==> config.mk <==
export PLATFORM = sky130hd
export DESIGN_NAME = mem_wb_flat
export DESIGN_NICKNAME = d
export VERILOG_FILES = /design/src/rtl/mem_wb_if.sv /design/src/rtl/mem_wb.sv /design/src/flat_wrapper.sv
export SDC_FILE = /design/constraint.sdc
export NUM_CORES = 1
export LEC_CHECK = 0
export ABC_AREA = 1
export BUFFER_PORTS_ARGS = -buffer_cell sky130_fd_sc_hd__buf_2
export CAP_MARGIN = 20
export CELL_PAD_IN_SITES_DETAIL_PLACEMENT = 0
export CELL_PAD_IN_SITES_GLOBAL_PLACEMENT = 1
export CORE_MARGIN = 10
export CORE_UTILIZATION = 35
export DETAILED_ROUTE_END_ITERATION = 7
export GPL_ROUTABILITY_DRIVEN = 0
export GPL_TIMING_DRIVEN = 0
export PLACE_DENSITY = 0.8
export SLEW_MARGIN = 20
export SYNTH_ARGS = -nofsm -noshare
export SYNTH_HDL_FRONTEND = slang
export SYNTH_SLANG_ARGS = --single-unit
==> constraint.sdc <==
create_clock -name clk -period 1.79 [get_ports clk]
set_input_delay 0.179 -clock clk [delete_from_list [all_inputs] [get_ports clk]]
set_output_delay 0.179 -clock clk [all_outputs]
set_load 0.05 [all_outputs]
==> src/rtl/mem_wb_if.sv <==
// -----------------------------------------------------------------------------
// mem_wb_if
// Data-memory bus between the memory/write-back stage (master) and the data
// memory (slave). One request is outstanding at a time: a request is accepted on
// mem_req_valid_o && mem_req_ready_i, and the matching completion arrives later
// on mem_rsp_valid_i.
//
// Signals:
//   mem_req_valid_o  master->slave  request valid
//   mem_req_ready_i  slave->master  request accepted this cycle
//   mem_addr_o       master->slave  doubleword-aligned address
//   mem_we_o         master->slave  1 = write
//   mem_wdata_o      master->slave  lane-shifted store data
//   mem_wmask_o      master->slave  byte-enable mask
//   mem_rsp_valid_i  slave->master  read/write completion
//   mem_rsp_rdata_i  slave->master  full doubleword read data
// -----------------------------------------------------------------------------
interface mem_wb_if #(
  parameter int XLEN = 64
);
  logic            mem_req_valid_o;
  logic            mem_req_ready_i;
  logic [XLEN-1:0] mem_addr_o;
  logic            mem_we_o;
  logic [XLEN-1:0] mem_wdata_o;
  logic [7:0]      mem_wmask_o;
  logic            mem_rsp_valid_i;
  logic [XLEN-1:0] mem_rsp_rdata_i;

  modport master (
    output mem_req_valid_o,
    output mem_addr_o,
    output mem_we_o,
    output mem_wdata_o,
    output mem_wmask_o,
    input  mem_req_ready_i,
    input  mem_rsp_valid_i,
    input  mem_rsp_rdata_i
  );

  modport slave (
    input  mem_req_valid_o,
    input  mem_addr_o,
    input  mem_we_o,
    input  mem_wdata_o,
    input  mem_wmask_o,
    output mem_req_ready_i,
    output mem_rsp_valid_i,
    output mem_rsp_rdata_i
  );
endinterface

==> src/rtl/mem_wb.sv <==
// -----------------------------------------------------------------------------
// mem_wb
// Memory-access / write-back stage. Takes one retiring instruction from execute,
// performs its load or store over the data-memory bus, aligns and extends load
// data, and drives the register-file write port together with a one-cycle
// commit pulse carrying the retiring PC. Only XLEN = 64 is supported.
//
// Ports:
//   clk, rst        clock; synchronous active-low reset
//   ex_*            instruction handed over from execute (ex_valid_i/ex_ready_o
//                   handshake; ex_result_i is the effective address for memory ops)
//   bus             data-memory bus (mem_wb_if master side)
//   reg_waddr_o, reg_wdata_o, reg_wen_o   register-file write port
//   commit_o, commit_pc_o, misalign_o     retire pulse, its PC, misaligned flag
//
// All outputs are registered. The output process computes the value each output
// must carry in the *next* state, so the registered outputs line up exactly with
// the state register (e.g. commit_o is high precisely while the FSM is in WB).
// -----------------------------------------------------------------------------
module mem_wb #(
  parameter int XLEN = 64
) (
  input  logic            clk,
  input  logic            rst,

  input  logic            ex_valid_i,
  output logic            ex_ready_o,
  input  logic [XLEN-1:0] ex_pc_i,
  input  logic [XLEN-1:0] ex_result_i,
  input  logic [4:0]      ex_rd_i,
  input  logic            ex_rd_wen_i,
  input  logic            ex_load_i,
  input  logic            ex_store_i,
  input  logic [2:0]      ex_funct3_i,
  input  logic [XLEN-1:0] ex_sdata_i,

  mem_wb_if.master        bus,

  output logic [4:0]      reg_waddr_o,
  output logic [XLEN-1:0] reg_wdata_o,
  output logic            reg_wen_o,
  output logic            commit_o,
  output logic [XLEN-1:0] commit_pc_o,
  output logic            misalign_o
);

  typedef enum logic [1:0] {
    ST_IDLE = 2'd0,
    ST_REQ  = 2'd1,
    ST_WAIT = 2'd2,
    ST_WB   = 2'd3
  } state_t;

  // ---------------------------------------------------------------------------
  // Helper functions
  // ---------------------------------------------------------------------------

  // Natural alignment check; size is funct3[1:0] (byte/half/word/double).
  function automatic logic misaligned_f(input logic [2:0] off, input logic [1:0] size);
    logic mis;
    case (size)
      2'b00:   mis = 1'b0;
      2'b01:   mis = (off[0] != 1'b0);
      2'b10:   mis = (off[1:0] != 2'b00);
      2'b11:   mis = (off != 3'b000);
      default: mis = 1'b0;
    endcase
    return mis;
  endfunction

  // Byte-enable mask: base mask for the access size moved to the byte lane.
  function automatic logic [7:0] store_mask_f(input logic [2:0] off, input logic [1:0] size);
    logic [7:0] base;
    case (size)
      2'b00:   base = 8'h01;
      2'b01:   base = 8'h03;
      2'b10:   base = 8'h0F;
      2'b11:   base = 8'hFF;
      default: base = 8'h00;
    endcase
    return base << off;
  endfunction

  // Store data moved up to its byte lane; bytes above the access are don't-care
  // for the memory because the mask excludes them.
  function automatic logic [63:0] store_data_f(input logic [63:0] sdata, input logic [2:0] off);
    return sdata << {off, 3'b000};
  endfunction

  // Bring the addressed bytes down to bit 0, then sign/zero extend.
  function automatic logic [63:0] load_extract_f(input logic [63:0] rdata,
                                                 input logic [2:0]  off,
                                                 input logic [2:0]  funct3);
    logic [63:0] sh;
    logic [63:0] res;
    sh = rdata >> {off, 3'b000};
    case (funct3)
      3'b000:  res = {{56{sh[7]}},  sh[7:0]};
      3'b001:  res = {{48{sh[15]}}, sh[15:0]};
      3'b010:  res = {{32{sh[31]}}, sh[31:0]};
      3'b011:  res = sh;
      3'b100:  res = {56'd0, sh[7:0]};
      3'b101:  res = {48'd0, sh[15:0]};
      3'b110:  res = {32'd0, sh[31:0]};
      default: res = 64'd0;
    endcase
    return res;
  endfunction

  // ---------------------------------------------------------------------------
  // Declarations
  // ---------------------------------------------------------------------------
  state_t          state_r;
  state_t          state_next_s;

  // Instruction latched at the execute handshake
  logic [XLEN-1:0] pc_r;
  logic [4:0]      rd_r;
  logic            rd_wen_r;
  logic            load_r;
  logic            store_r;
  logic [2:0]      funct3_r;
  logic [2:0]      off_r;

  // Decode of the instruction currently offered by execute
  logic            accept_s;
  logic            ex_mem_s;
  logic            ex_misalign_s;

  // Registered outputs and their next values
  logic            ex_ready_r,  ex_ready_s;
  logic            req_valid_r, req_valid_s;
  logic [XLEN-1:0] addr_r,      addr_s;
  logic            we_r,        we_s;
  logic [XLEN-1:0] wdata_r,     wdata_s;
  logic [7:0]      wmask_r,     wmask_s;
  logic [4:0]      reg_waddr_r, reg_waddr_s;
  logic [XLEN-1:0] reg_wdata_r, reg_wdata_s;
  logic            reg_wen_r,   reg_wen_s;
  logic            commit_r,    commit_s;
  logic [XLEN-1:0] commit_pc_r, commit_pc_s;
  logic            misalign_r,  misalign_s;

  assign accept_s      = (state_r == ST_IDLE) && ex_valid_i;
  assign ex_mem_s      = ex_load_i || ex_store_i;
  assign ex_misalign_s = ex_mem_s && misaligned_f(ex_result_i[2:0], ex_funct3_i[1:0]);

  // ---------------------------------------------------------------------------
  // FSM
  // ---------------------------------------------------------------------------

  // State register
  always_ff @(posedge clk) begin
    if (!rst) begin
      state_r <= ST_IDLE;
    end else begin
      state_r <= state_next_s;
    end
  end

  // Next-state logic
  always_comb begin
    state_next_s = state_r;
    case (state_r)
      ST_IDLE: begin
        if (ex_valid_i) begin
          // Non-memory and misaligned instructions never touch the bus
          if (!ex_mem_s || ex_misalign_s) begin
            state_next_s = ST_WB;
          end else begin
            state_next_s = ST_REQ;
          end
        end else begin
          state_next_s = ST_IDLE;
        end
      end
      ST_REQ: begin
        if (bus.mem_req_ready_i) begin
          state_next_s = ST_WAIT;
        end else begin
          state_next_s = ST_REQ;
        end
      end
      ST_WAIT: begin
        if (bus.mem_rsp_valid_i) begin
          state_next_s = ST_WB;
        end else begin
          state_next_s = ST_WAIT;
        end
      end
      ST_WB:   state_next_s = ST_IDLE;
      default: state_next_s = ST_IDLE;
    endcase
  end

  // Next output values, evaluated for the state being entered
  always_comb begin
    ex_ready_s  = (state_next_s == ST_IDLE);
    req_valid_s = (state_next_s == ST_REQ);
    commit_s    = (state_next_s == ST_WB);
    misalign_s  = 1'b0;
    reg_wen_s   = 1'b0;
    reg_waddr_s = reg_waddr_r;
    reg_wdata_s = reg_wdata_r;
    commit_pc_s = commit_pc_r;
    addr_s      = addr_r;
    we_s        = we_r;
    wdata_s     = wdata_r;
    wmask_s     = wmask_r;
    case (state_r)
      ST_IDLE: begin
        if (ex_valid_i) begin
          if (state_next_s == ST_WB) begin
            // Retire straight from IDLE: ALU result or misaligned access
            misalign_s  = ex_misalign_s;
            reg_waddr_s = ex_rd_i;
            reg_wdata_s = ex_result_i;
            commit_pc_s = ex_pc_i;
            reg_wen_s   = ex_rd_wen_i && !ex_store_i && !ex_misalign_s &&
                          (ex_rd_i != 5'd0);
          end else begin
            // Request fields are fixed here and held until the bus accepts
            addr_s  = {ex_result_i[XLEN-1:3], 3'b000};
            we_s    = ex_store_i;
            wdata_s = ex_store_i ? store_data_f(ex_sdata_i, ex_result_i[2:0]) : 64'd0;
            wmask_s = ex_store_i ? store_mask_f(ex_result_i[2:0], ex_funct3_i[1:0]) : 8'h00;
          end
        end else begin
          misalign_s = 1'b0;
        end
      end
      ST_WAIT: begin
        if (bus.mem_rsp_valid_i) begin
          reg_waddr_s = rd_r;
          commit_pc_s = pc_r;
          // Stores leave the write-data register untouched
          reg_wdata_s = load_r ? load_extract_f(bus.mem_rsp_rdata_i, off_r, funct3_r)
                               : reg_wdata_r;
          // funct3 111 is not a real load: it retires without writing
          reg_wen_s   = rd_wen_r && !store_r && (rd_r != 5'd0) &&
                        !(load_r && (funct3_r == 3'b111));
        end else begin
          reg_wen_s = 1'b0;
        end
      end
      ST_REQ:  misalign_s = 1'b0;
      ST_WB:   misalign_s = 1'b0;
      default: misalign_s = 1'b0;
    endcase
  end

  // Output registers
  always_ff @(posedge clk) begin
    if (!rst) begin
      ex_ready_r  <= 1'b1;
      req_valid_r <= 1'b0;
      addr_r      <= '0;
      we_r        <= 1'b0;
      wdata_r     <= '0;
      wmask_r     <= 8'h00;
      reg_waddr_r <= 5'd0;
      reg_wdata_r <= '0;
      reg_wen_r   <= 1'b0;
      commit_r    <= 1'b0;
      commit_pc_r <= '0;
      misalign_r  <= 1'b0;
    end else begin
      ex_ready_r  <= ex_ready_s;
      req_valid_r <= req_valid_s;
      addr_r      <= addr_s;
      we_r        <= we_s;
      wdata_r     <= wdata_s;
      wmask_r     <= wmask_s;
      reg_waddr_r <= reg_waddr_s;
      reg_wdata_r <= reg_wdata_s;
      reg_wen_r   <= reg_wen_s;
      commit_r    <= commit_s;
      commit_pc_r <= commit_pc_s;
      misalign_r  <= misalign_s;
    end
  end

  // Instruction latch, loaded on the execute handshake
  always_ff @(posedge clk) begin
    if (!rst) begin
      pc_r     <= '0;
      rd_r     <= 5'd0;
      rd_wen_r <= 1'b0;
      load_r   <= 1'b0;
      store_r  <= 1'b0;
      funct3_r <= 3'b000;
      off_r    <= 3'b000;
    end else if (accept_s) begin
      pc_r     <= ex_pc_i;
      rd_r     <= ex_rd_i;
      rd_wen_r <= ex_rd_wen_i;
      load_r   <= ex_load_i;
      store_r  <= ex_store_i;
      funct3_r <= ex_funct3_i;
      off_r    <= ex_result_i[2:0];
    end else begin
      pc_r     <= pc_r;
      rd_r     <= rd_r;
      rd_wen_r <= rd_wen_r;
      load_r   <= load_r;
      store_r  <= store_r;
      funct3_r <= funct3_r;
      off_r    <= off_r;
    end
  end

  assign ex_ready_o          = ex_ready_r;
  assign bus.mem_req_valid_o = req_valid_r;
  assign bus.mem_addr_o      = addr_r;
  assign bus.mem_we_o        = we_r;
  assign bus.mem_wdata_o     = wdata_r;
  assign bus.mem_wmask_o     = wmask_r;
  assign reg_waddr_o         = reg_waddr_r;
  assign reg_wdata_o         = reg_wdata_r;
  assign reg_wen_o           = reg_wen_r;
  assign commit_o            = commit_r;
  assign commit_pc_o         = commit_pc_r;
  assign misalign_o          = misalign_r;

endmodule

==> src/flat_wrapper.sv <==
// flat-port wrapper written by rule: the top's interface ports become plain ports
module mem_wb_flat 
#(
  parameter int XLEN = 64
)
  (clk, rst, ex_valid_i, ex_ready_o, ex_pc_i, ex_result_i, ex_rd_i, ex_rd_wen_i, ex_load_i, ex_store_i, ex_funct3_i, ex_sdata_i, reg_waddr_o, reg_wdata_o, reg_wen_o, commit_o, commit_pc_o, misalign_o, bus_mem_req_valid_o, bus_mem_addr_o, bus_mem_we_o, bus_mem_wdata_o, bus_mem_wmask_o, bus_mem_req_ready_i, bus_mem_rsp_valid_i, bus_mem_rsp_rdata_i);
  mem_wb_if #(.XLEN(XLEN)) bus_i ();
  input  logic clk;
  input  logic rst;
  input  logic ex_valid_i;
  output logic ex_ready_o;
  input  logic [XLEN-1:0] ex_pc_i;
  input  logic [XLEN-1:0] ex_result_i;
  input  logic [4:0] ex_rd_i;
  input  logic ex_rd_wen_i;
  input  logic ex_load_i;
  input  logic ex_store_i;
  input  logic [2:0] ex_funct3_i;
  input  logic [XLEN-1:0] ex_sdata_i;
  output logic [4:0] reg_waddr_o;
  output logic [XLEN-1:0] reg_wdata_o;
  output logic reg_wen_o;
  output logic commit_o;
  output logic [XLEN-1:0] commit_pc_o;
  output logic misalign_o;
  output wire logic [$bits(bus_i.mem_req_valid_o)-1:0] bus_mem_req_valid_o;
  output wire logic [$bits(bus_i.mem_addr_o)-1:0] bus_mem_addr_o;
  output wire logic [$bits(bus_i.mem_we_o)-1:0] bus_mem_we_o;
  output wire logic [$bits(bus_i.mem_wdata_o)-1:0] bus_mem_wdata_o;
  output wire logic [$bits(bus_i.mem_wmask_o)-1:0] bus_mem_wmask_o;
  input wire logic [$bits(bus_i.mem_req_ready_i)-1:0] bus_mem_req_ready_i;
  input wire logic [$bits(bus_i.mem_rsp_valid_i)-1:0] bus_mem_rsp_valid_i;
  input wire logic [$bits(bus_i.mem_rsp_rdata_i)-1:0] bus_mem_rsp_rdata_i;
  assign bus_mem_req_valid_o = bus_i.mem_req_valid_o;
  assign bus_mem_addr_o = bus_i.mem_addr_o;
  assign bus_mem_we_o = bus_i.mem_we_o;
  assign bus_mem_wdata_o = bus_i.mem_wdata_o;
  assign bus_mem_wmask_o = bus_i.mem_wmask_o;
  assign bus_i.mem_req_ready_i = bus_mem_req_ready_i;
  assign bus_i.mem_rsp_valid_i = bus_mem_rsp_valid_i;
  assign bus_i.mem_rsp_rdata_i = bus_mem_rsp_rdata_i;
  mem_wb #(.XLEN(XLEN)) u_core (.clk(clk), .rst(rst), .ex_valid_i(ex_valid_i), .ex_ready_o(ex_ready_o), .ex_pc_i(ex_pc_i), .ex_result_i(ex_result_i), .ex_rd_i(ex_rd_i), .ex_rd_wen_i(ex_rd_wen_i), .ex_load_i(ex_load_i), .ex_store_i(ex_store_i), .ex_funct3_i(ex_funct3_i), .ex_sdata_i(ex_sdata_i), .bus(bus_i), .reg_waddr_o(reg_waddr_o), .reg_wdata_o(reg_wdata_o), .reg_wen_o(reg_wen_o), .commit_o(commit_o), .commit_pc_o(commit_pc_o), .misalign_o(misalign_o));
endmodule
# ---- Word level (Yosys, flattened, before mapping)
# Cells that the tools add are included.
dict set report totals {
  regBits 352
  output_inout_bits 275
  word_cells 102
}
dict set report op_classes {
  eq_ne 19
  shift 3
  n_mux 30
  n_bitwise 1
  n_reduce_logical 29
}
# cell count
set ops {}
lappend ops {{$mux 64} 8}
lappend ops {{$pmux 64 s7} 1}
lappend ops {{$pmux 64 s2} 2}
lappend ops {{$shl 64x6->64} 1}
lappend ops {{$shr 64x6->64} 1}
lappend ops {{$mux 8} 4}
lappend ops {{$pmux 8 s4} 1}
lappend ops {{$mux 5} 3}
lappend ops {{$eq 3x3->1 const B} 4}
lappend ops {{$eq 2x2->1 const B} 5}
lappend ops {{$pmux 5 s2} 1}
lappend ops {{$reduce_bool 5->1} 2}
lappend ops {{$logic_and 1x1->1} 9}
lappend ops {{$pmux 2 s4} 1}
lappend ops {{$reduce_and 4->1} 2}
lappend ops {{$shl 8x3->8} 1}
lappend ops {{$eq 2x1->1 const B} 3}
lappend ops {{$eq 3x2->1 const B} 2}
lappend ops {{$logic_not 2->1} 3}
lappend ops {{$mux 2} 3}
lappend ops {{$logic_not 1->1} 5}
lappend ops {{$reduce_and 5->1} 1}
lappend ops {{$mux 1} 4}
lappend ops {{$ne 2x1->1 const B} 2}
lappend ops {{other kinds (10)} 13}

# ---- Logic depth before layout (Yosys ltp)
# Gate-level depths: netlist of run 1.
dict set report logic_depth {
  word_depth 13
  ltp_mapped 13
  ltp_nobuf 11
}

# ---- Least setup slack after synthesis of run 1
# OpenSTA, ideal clock, no wires.
dict set report synth_path {
  kind {register -> register}
  from {register u_core.off_r[1]}
  to {register u_core.reg_wdata_r[2], in the netlist u_core.reg_wdata_o[2]}
  t_arrival_ns 1.468
  required_time_ns 1.674
  slack_ns 0.205
  path_stages_with_launch 10
  n_path_buf 3
  period_less_slack_ns 1.585
  cell_sequence {dfxtp_1 inv_1 buf_2 buf_2 clkbuf_1 o211ai_1 a21oi_1 o22ai_1 nor2_1 nor2_1}
}
dict set report synth_between {
  elab_chain_len 5
}
# item line_no
set synth_lines {}
lappend synth_lines {{start: declaration} mem_wb.sv:123} ;# logic [2:0] off_r;
lappend synth_lines {{start signal: assignment} mem_wb.sv:300} ;# off_r <= ex_result_i[2:0];
lappend synth_lines {{start signal: assignment} mem_wb.sv:308} ;# off_r <= off_r;
lappend synth_lines {{$shr 64x6->64} mem_wb.sv:96} ;# sh = rdata >> {off, 3'b000};
lappend synth_lines {{$pmux 64 s7} mem_wb.sv:97} ;# case (funct3)
lappend synth_lines {{$mux 64} mem_wb.sv:237} ;# reg_wdata_s = load_r ? load_extract_f(bus.mem_rsp_rdata_i, off_r, funct3_r)
lappend synth_lines {{$mux 64} mem_wb.sv:233} ;# if (bus.mem_rsp_valid_i) begin
lappend synth_lines {{$pmux 64 s2} mem_wb.sv:210} ;# case (state_r)
lappend synth_lines {{end signal: assignment} mem_wb.sv:275} ;# reg_wdata_r <= reg_wdata_s;
lappend synth_lines {{end: declaration} mem_wb.sv:138} ;# logic [XLEN-1:0] reg_wdata_r, reg_wdata_s;
# Every way passes these cells. The select of a mux whose other input is x is not followed.
# A chain may end at the register's enable or synchronous reset.

# ---- Worst setup path in the final report of run 1
dict set report layout_path {
  from {register u_core.state_r[0]}
  to {register u_core.reg_wdata_r[24], in the netlist u_core.reg_wdata_o[24]}
}
dict set report layout_between {
  elab_chain_len 5
  word_cells_on_any_way 13
  classes_between {8 x eq/ne; 2 x mux; 3 x reduce/logical}
}
# item line_no
set layout_lines {}
lappend layout_lines {{start: declaration} mem_wb.sv:113} ;# state_t state_r;
lappend layout_lines {{start signal: assignment} mem_wb.sv:157} ;# state_r <= state_next_s;
lappend layout_lines {{$eq 2x2->1, or another cell as far along} mem_wb.sv:164} ;# case (state_r)
lappend layout_lines {{$pmux 2 s4} mem_wb.sv:164}
lappend layout_lines {{$eq 2x2->1} mem_wb.sv:213} ;# if (state_next_s == ST_WB) begin
lappend layout_lines {{$ne 2x1->1 (no source line)} --}
lappend layout_lines {{$reduce_and 5->1 (no source line)} --}
# Several ways; a longest one is shown, not always the timed one.

==> results of run 1 <==
==> Yosys cell counts (10+ instances only) <==
master / instances / area [sq um]
buf_4: 19 / 143
buf_1: 16 / 60.1
nand3b_1: 24 / 180
nand3_1: 191 / 956
buf_2: 64 / 320
a21oi_1: 327 / 1640
nand4_1: 50 / 313
clkbuf_1: 127 / 477
dfxtp_1: 352 / 7050
nand2_1: 900 / 3380
nor3_1: 10 / 50.1
o211ai_1: 19 / 143
nor2_1: 193 / 724
o21ai_0: 284 / 1420
inv_1: 236 / 886
==> tightest hold or removal path, stage by stage <==
cell and delay (ns):
buf_2 0.10, nand2_1 0.06, nand4_1 0.09, nand3_1 0.08
a21oi_1 0.06
==> area by class of cell <==
class	instances	share of cell area
Buffer	226	0.0560
Inverter	245	0.0359
Clock buffer	58	0.0458
Sequential cell	352	0.273
Tap cell	680	0.0330
Clock inverter	13	0.00737
Multi-Input combinational cell	2046	0.375
Antenna cell	15	0.00146
Timing Repair Buffer	708	0.172
==> cell families after synthesis <==
family / Yosys count / synth area share
buffers and inverters: 473 / 0.107
AND/OR/NAND/NOR: 1386 / 0.317
flip-flops: 352 / 0.388
multiplexers: 2 / 0.00110
AO/OA/AOI/OAI: 655 / 0.187
other: 1 / 0.000207
==> power by group through the flow <==
stage	clock (mW)	combinational, mW	sequential, mW
global placement	0	8.82	9.29
global route	9.10	10.9	9.25
finish	8.68	10.2	9.18
CTS	8.82	9.43	9.16
floorplan	0	3.81	11.5
detailed placement	0	8.89	9.32
==> flip-flops by register name (all words and copies together) (netlist names) <==
name	cells
u_core.bus.mem_wdata_o	64
u_core.commit_pc_o	64
u_core.pc_r	64
u_core.reg_wdata_o	64
u_core.bus.mem_addr_o	61
u_core.bus.mem_wmask_o	8
u_core.rd_r	5
u_core.reg_waddr_o	5
u_core.funct3_r	3
u_core.off_r	3
u_core.state_r	2
u_core.bus.mem_req_valid_o	1
u_core.bus.mem_we_o	1
u_core.commit_o	1
u_core.ex_ready_o	1
u_core.load_r	1
u_core.misalign_o	1
u_core.rd_wen_r	1
u_core.reg_wen_o	1
u_core.store_r	1
==> per-layer routing <==
metal	global-route usage	up-vias	wire length [microns]	part of all wire
met5	0	-	30	0.00032
met4	0.139	6	5220	0.056
met3	0.0753	293	8760	0.094
met2	0.483	1163	43600	0.47
met1	0.327	10500	35200	0.38
li1	-	10800	-	-
==> how the worst max path moves through the flow <==
stage	startpoint	depth (start not counted)	end
5_1_grt	u_core.state_r[0]$_SDFF_PN0_	12	u_core.reg_wdata_o[23]$_SDFFE_PN0P_
3_5_place_dp	u_core.state_r[0]$_SDFF_PN0_	7	u_core.reg_waddr_o[1]$_SDFFE_PN0P_
6_report	u_core.state_r[0]$_SDFF_PN0_	12	u_core.reg_wdata_o[24]$_SDFFE_PN0P_
2_1_floorplan	u_core.off_r[1]$_SDFFE_PN0P_	9	u_core.reg_wdata_o[2]$_SDFFE_PN0P_
4_1_cts	u_core.state_r[1]$_SDFF_PN0_	10	u_core.bus.mem_wdata_o[26]$_SDFFE_PN0P_
3_3_place_gp	u_core.state_r[0]$_SDFF_PN0_	7	u_core.reg_waddr_o[3]$_SDFFE_PN0P_
==> timing repair <==
action | 4_1_cts | 5_1_grt
gates cloned | 0 | 5
pin swaps | 10 | 21
setup buffers | 13 | 8
gates resized for setup | 105 | 257
endpoints found under the setup margin | 308 | 316
hold buffers | 141 | 0
endpoints found under the hold margin | 238 | 0
==> through the flow <==
stage / cells / worst slack [ns] / utilization / TNS [ns] / hold WS, ns
CTS: 4316 / -0.0313 / 0.485 / -0.145 / 0.00890
detailed placement: 4092 / -0.740 / 0.423 / -113.50 / 0.435
global placement: 4092 / -0.670 / 0.423 / -109.40 / 0.429
finish: 4343 / -0.00936 / 0.503 / -0.0250 / 0.0350
floorplan: 2871 / 0.205 / - / 0 / 0.314
global route: 4332 / -0.0837 / 0.502 / -4.12 / 0.0352
==> layout by cell type (no fill, tap or decap), types with 10 or more instances in the layout <==
cell / n
nand2_1: 885
buf_2: 573
dfxtp_1: 348
a21oi_1: 301
o21ai_0: 261
inv_1: 234
nand3_1: 172
nor2_1: 159
dlygate4sd3_1: 141
clkbuf_1: 93
nand4_1: 50
clkbuf_16: 45
buf_4: 37
clkbuf_2: 30
a21oi_2: 26
nand3b_1: 24
buf_6: 22
nor2_2: 21
o211ai_1: 19
clkbuf_4: 18
nand3_2: 17
nor2_4: 17
o21ai_1: 16
diode_2: 15
nand2_2: 15
buf_12: 14
o21ai_2: 10
==> metrics.yaml, run 1 <==
cts_made_buffers: 42
routedWlPerCell_microns: 21.4
cts_max_path_buffers: 3
io_buffers: 541
fmax_mhz: 556
rr_startpoint: "u_core.state_r[0]$_SDFF_PN0_"
fin_crit_sh: 1.01
worstPathArrival_ns: 2.28
setup_violations: 4
slew_headroom: 0.374
fin_area_sq_um: 25800
crit_path_max_fanout: 7
grt_max_degree: 13
drive_gt1_frac: 0.247
min_period_ns: 1.80
hold_end: "u_core.bus.mem_wdata_o[57]$_SDFFE_PN0P_"
hold_violations: 0
crit_buf_inv: 5
syn2layout_area_growth_pct: 42.1
via_per_inst: 5.24
seqPwrFrac: 0.327
hold_path_class: "input port to register"
power.leakage_nw: 12.4
final-seq-area_sq_um: 7050
crit_family: "simple AND/OR/NAND/NOR gates"
synth-edff-count: 0
rows: 83
p_sw_frac: 0.402
wl_microns: 92900
min-delay-start: "ex_sdata_i[57]"
worstPathCellList: "inv_2, nand2_4, nor2_1, inv_1, nand3b_1, nand2_4, nor2_4, buf_12, buf_4, nand3_1, nand2_1, inv_1"
rsz0062_at_grt: "true"
violations: "setup timing"
ant_nets: 0
slew_violations: 0
cts-root-buf: "clkbuf_16"
hpwl_microns: 72000
drc: 0
drtIter0Drc: 2181
grt_usage: 0.285
synth_seq_area_share: 0.388
cts_tree: "built"
clk_pin_slew_ns: 0.06
multiInputGateArea_sq_um: 9680
tightest_slew_ns: 0.939
yosys_warnings: 0
fin_nets: 3893
synth-main-ff-cell: "dfxtp_1"
drt-pass1-iter-count: 6
ff2ff_path_depth: 12
endpoint_kind: "register"
synth-seq-cells: 352
power_frac_comb: 0.363
internal_power_mw: 16.8
p_total_mw: 28.1
clock_power_share: 0.309
status: "finished, violations left"
crit_type: "register to register"
die_area_sq_um: 61400
grt_pass1_vias: 22200
nFillCells: 5273
synth_cell_types: 41
async_flop_share: 0
cts_htree_levels: 2
worst_slack_ns: -0.00936
grt_pass1_wl_microns: 134000
pin_count: 547
p_per_area_nw_per_um2: 1090
slowest_delay_ns: 0.32
clock_sinks: 352
antenna_found_initial: 14
synth_cells: 2869
dieWidth_microns: 248
core_area_sq_um: 51300
min_path_cells: 5
dieHeight_microns: 248
max-vdd-ir-drop_mv: 0.534
clkLatencyLatePin_ns: 0.59
worst_ep_required_time_ns: 2.27
skew_ns: 0.0220
num_vias: 22800
drv_cap: 0
syn-cell-area_sq_um: 18200
synth_area_per_cell_sq_um: 6.33
overflow: 0
setup.worst_path.start_class: "register"
start_util: 0.354
power_switching_mw: 11.3
placed_area_sq_um: 21700
reg2reg_slack_ns: -0.009
crit_path_top_delay_cell: "dfxtp_2"
rr_endpoint: "u_core.reg_wdata_o[24]$_SDFFE_PN0P_"
Power figures use the tool's default switching activity.
==> run 2: changes to the inputs <==
- HOLD_SLACK_MARGIN: unset -> 0.1
==> metrics.yaml, run 2 (same netlist as run 1, synthesis figures left out) <==
status: "finished, violations left"
violations: "setup timing"
num_vias: 22900  # +0.42%
skew_ns: 0.0208  # -0.00118 ns
clk_pin_slew_ns: 0.06  # about the same
drv_cap: 0  # unchanged
cts_tree: "built"
setup.worst_path.start_class: "register"
rows: 83  # unchanged
routedWlPerCell_microns: 21.3  # -0.60%
slew_headroom: 0.373  # -0.00118
start_util: 0.354  # unchanged
rr_startpoint: "u_core.state_r[0]$_SDFF_PN0_"
grt_max_degree: 13  # unchanged
syn2layout_area_growth_pct: 43.2
fin_hold_ws_ns: 0.0997  # +0.0646 ns
grt_pass1_vias: 22300  # +0.47%
via_per_inst: 5.24  # about the same
drc: 0  # unchanged
final_common_cell: "nand2_1"
hpwl_microns: 72000  # unchanged
min_period_ns: 1.83  # +0.0268 ns
power_frac_comb: 0.363  # about the same
slew_violations: 0  # unchanged
die_area_sq_um: 61400  # unchanged
cts_htree_levels: 2  # unchanged
clkLatencyLatePin_ns: 0.59  # about the same
clock_power_share: 0.309  # about the same
core_area_sq_um: 51300  # unchanged
dieWidth_microns: 248  # unchanged
pin_count: 547  # unchanged
fin_crit_sh: 1.02  # +0.0150
max-vdd-ir-drop_mv: 0.531  # -0.60%
hold_end: "u_core.load_r$_SDFFE_PN0P_"
final_cell_mix: "nand2_1 (885), buf_2 (571), dfxtp_1 (348), a21oi_1 (302), o21ai_0 (260)"
power.leakage_nw: 12.4  # +0.74%
tightest_slew_ns: 0.941  # +0.00177 ns
seqPwrFrac: 0.328  # about the same
p_per_area_nw_per_um2: 1080  # -0.84%
dieHeight_microns: 248  # unchanged
clock_sinks: 352  # unchanged
p_sw_frac: 0.401  # -0.000841
reg2reg_slack_ns: -0.04  # -0.03 ns
pre_cts_slack_ns: -0.740  # unchanged
cts_max_path_buffers: 3  # unchanged
worst_ep_required_time_ns: 2.27  # about the same
worst_slack_ns: -0.0361  # -0.0268 ns
rr_endpoint: "u_core.reg_wdata_o[19]$_SDFFE_PN0P_"
worstPathArrival_ns: 2.30  # +0.02 ns
min_path_cells: 5  # unchanged
drive_gt1_frac: 0.247  # -0.000460
cts-root-buf: "clkbuf_16"
io_buffers: 541  # unchanged
grt_pass1_wl_microns: 134000  # +0.33%
wl_microns: 92800  # about the same
setup_violations: 17  # +13
rsz0062_at_grt: "true"
drt-pass1-iter-count: 7  # +1
crit_type: "register to register"
power_switching_mw: 11.2  # -0.28%
endpoint_kind: "register"
min-delay-start: "ex_valid_i"
hold_violations: 0  # unchanged
crit_path_max_fanout: 7  # unchanged
overflow: 0  # unchanged
fmax_mhz: 548  # -1.5%
hold_path_class: "input port to register"
drtIter0Drc: 1994  # -8.6%
internal_power_mw: 16.8  # about the same
ant_nets: 0  # unchanged
fin_nets: 3916  # +0.59%
cts_made_buffers: 42  # unchanged
ff2ff_path_depth: 12  # unchanged
antenna_found_initial: 13  # -1
fin_tns_setup_ns: -0.252  # -0.227 ns
grt_usage: 0.285  # +0.000639
[run 2: cell count changes in the layout (fill, tap and decap cells not counted), moves of 3 or more]
cell	change
o21ai_2	+3
buf_6	-7
dlygate4sd3_1	+23
clkbuf_2	+4
buf_8	+4
buf_4	+7
[run 2: cell type report]
cell class / count / area [sq um]
repair buffers: 731 / 4660
fillers: 5275 / 25300
inverters: 245 / 933
clock inverters: 13 / 190
flip-flops and latches: 352 / 7050
diodes: 14 / 35.0
clock buffers: 58 / 1180
well taps: 680 / 851
plain buffers: 226 / 1430
multi-input cells: 2046 / 9670
[run 2: critical path, cell delays in order (launching register included)]
cell and delay [ns]:
dfxtp_2 0.33, inv_2 0.08, nand2_4 0.10, nor2_1 0.10
inv_1 0.07, nand3b_1 0.24, nand2_4 0.17, nor2_4 0.13
buf_12 0.15, buf_4 0.15, nand3_1 0.08, nand2_1 0.07
inv_1 0.04
[run 2: worst max-delay path by stage]
stage                                      start                                       to  slack, ns
finish              u_core.state_r[0]$_SDFF_PN0_      u_core.reg_wdata_o[19]$_SDFFE_PN0P_      -0.04
global route        u_core.state_r[0]$_SDFF_PN0_      u_core.reg_wdata_o[29]$_SDFFE_PN0P_       -0.1
global placement    u_core.state_r[0]$_SDFF_PN0_       u_core.reg_waddr_o[3]$_SDFFE_PN0P_      -0.67
CTS                 u_core.state_r[1]$_SDFF_PN0_  u_core.bus.mem_wdata_o[26]$_SDFFE_PN0P_      -0.03
detailed placement  u_core.state_r[0]$_SDFF_PN0_       u_core.reg_waddr_o[1]$_SDFFE_PN0P_      -0.74
floorplan           u_core.off_r[1]$_SDFFE_PN0P_       u_core.reg_wdata_o[2]$_SDFFE_PN0P_       0.21
[run 2: power by group through the flow]
stage	logic [mW]	registers (mW)	clock network [mW]
detailed placement	8.89	9.32	0
global placement	8.82	9.29	0
finish	10.2	9.18	8.66
global route	10.9	9.26	9.10
CTS	9.47	9.16	8.82
floorplan	3.81	11.5	0
[run 2: per-layer routing]
metal / part of all wire / global-route usage / up-vias / wire (microns)
met1: 0.38 / 0.329 / 10600 / 35300
met3: 0.091 / 0.0734 / 308 / 8440
met2: 0.47 / 0.485 / 1132 / 44000
li1: - / - / 10800 / -
met4: 0.054 / 0.139 / 8 / 5030
met5: 0.00051 / 0 / - / 47
[run 2: metrics by stage]
step / power, mW / instances / utilization / instance area [sq um]
after global placement: 18.1 / 4092 / 0.423 / 21700
after detailed placement: 18.2 / 4092 / 0.423 / 21700
after floorplan: 15.3 / 2871 / - / 18200
after CTS: 27.4 / 4339 / 0.489 / 25100
after global routing: 29.3 / 4356 / 0.506 / 26000
final: 28.0 / 4365 / 0.507 / 26000
[run 2: repair_timing]
action / 4_1_cts / 5_1_grt
hold buffers: 164 / 0
endpoints found under the setup margin: 308 / 322
setup buffers: 13 / 8
hold endpoints to repair: 294 / 0
gates cloned: 0 / 5
pin swaps: 10 / 31
gates resized for setup: 105 / 257
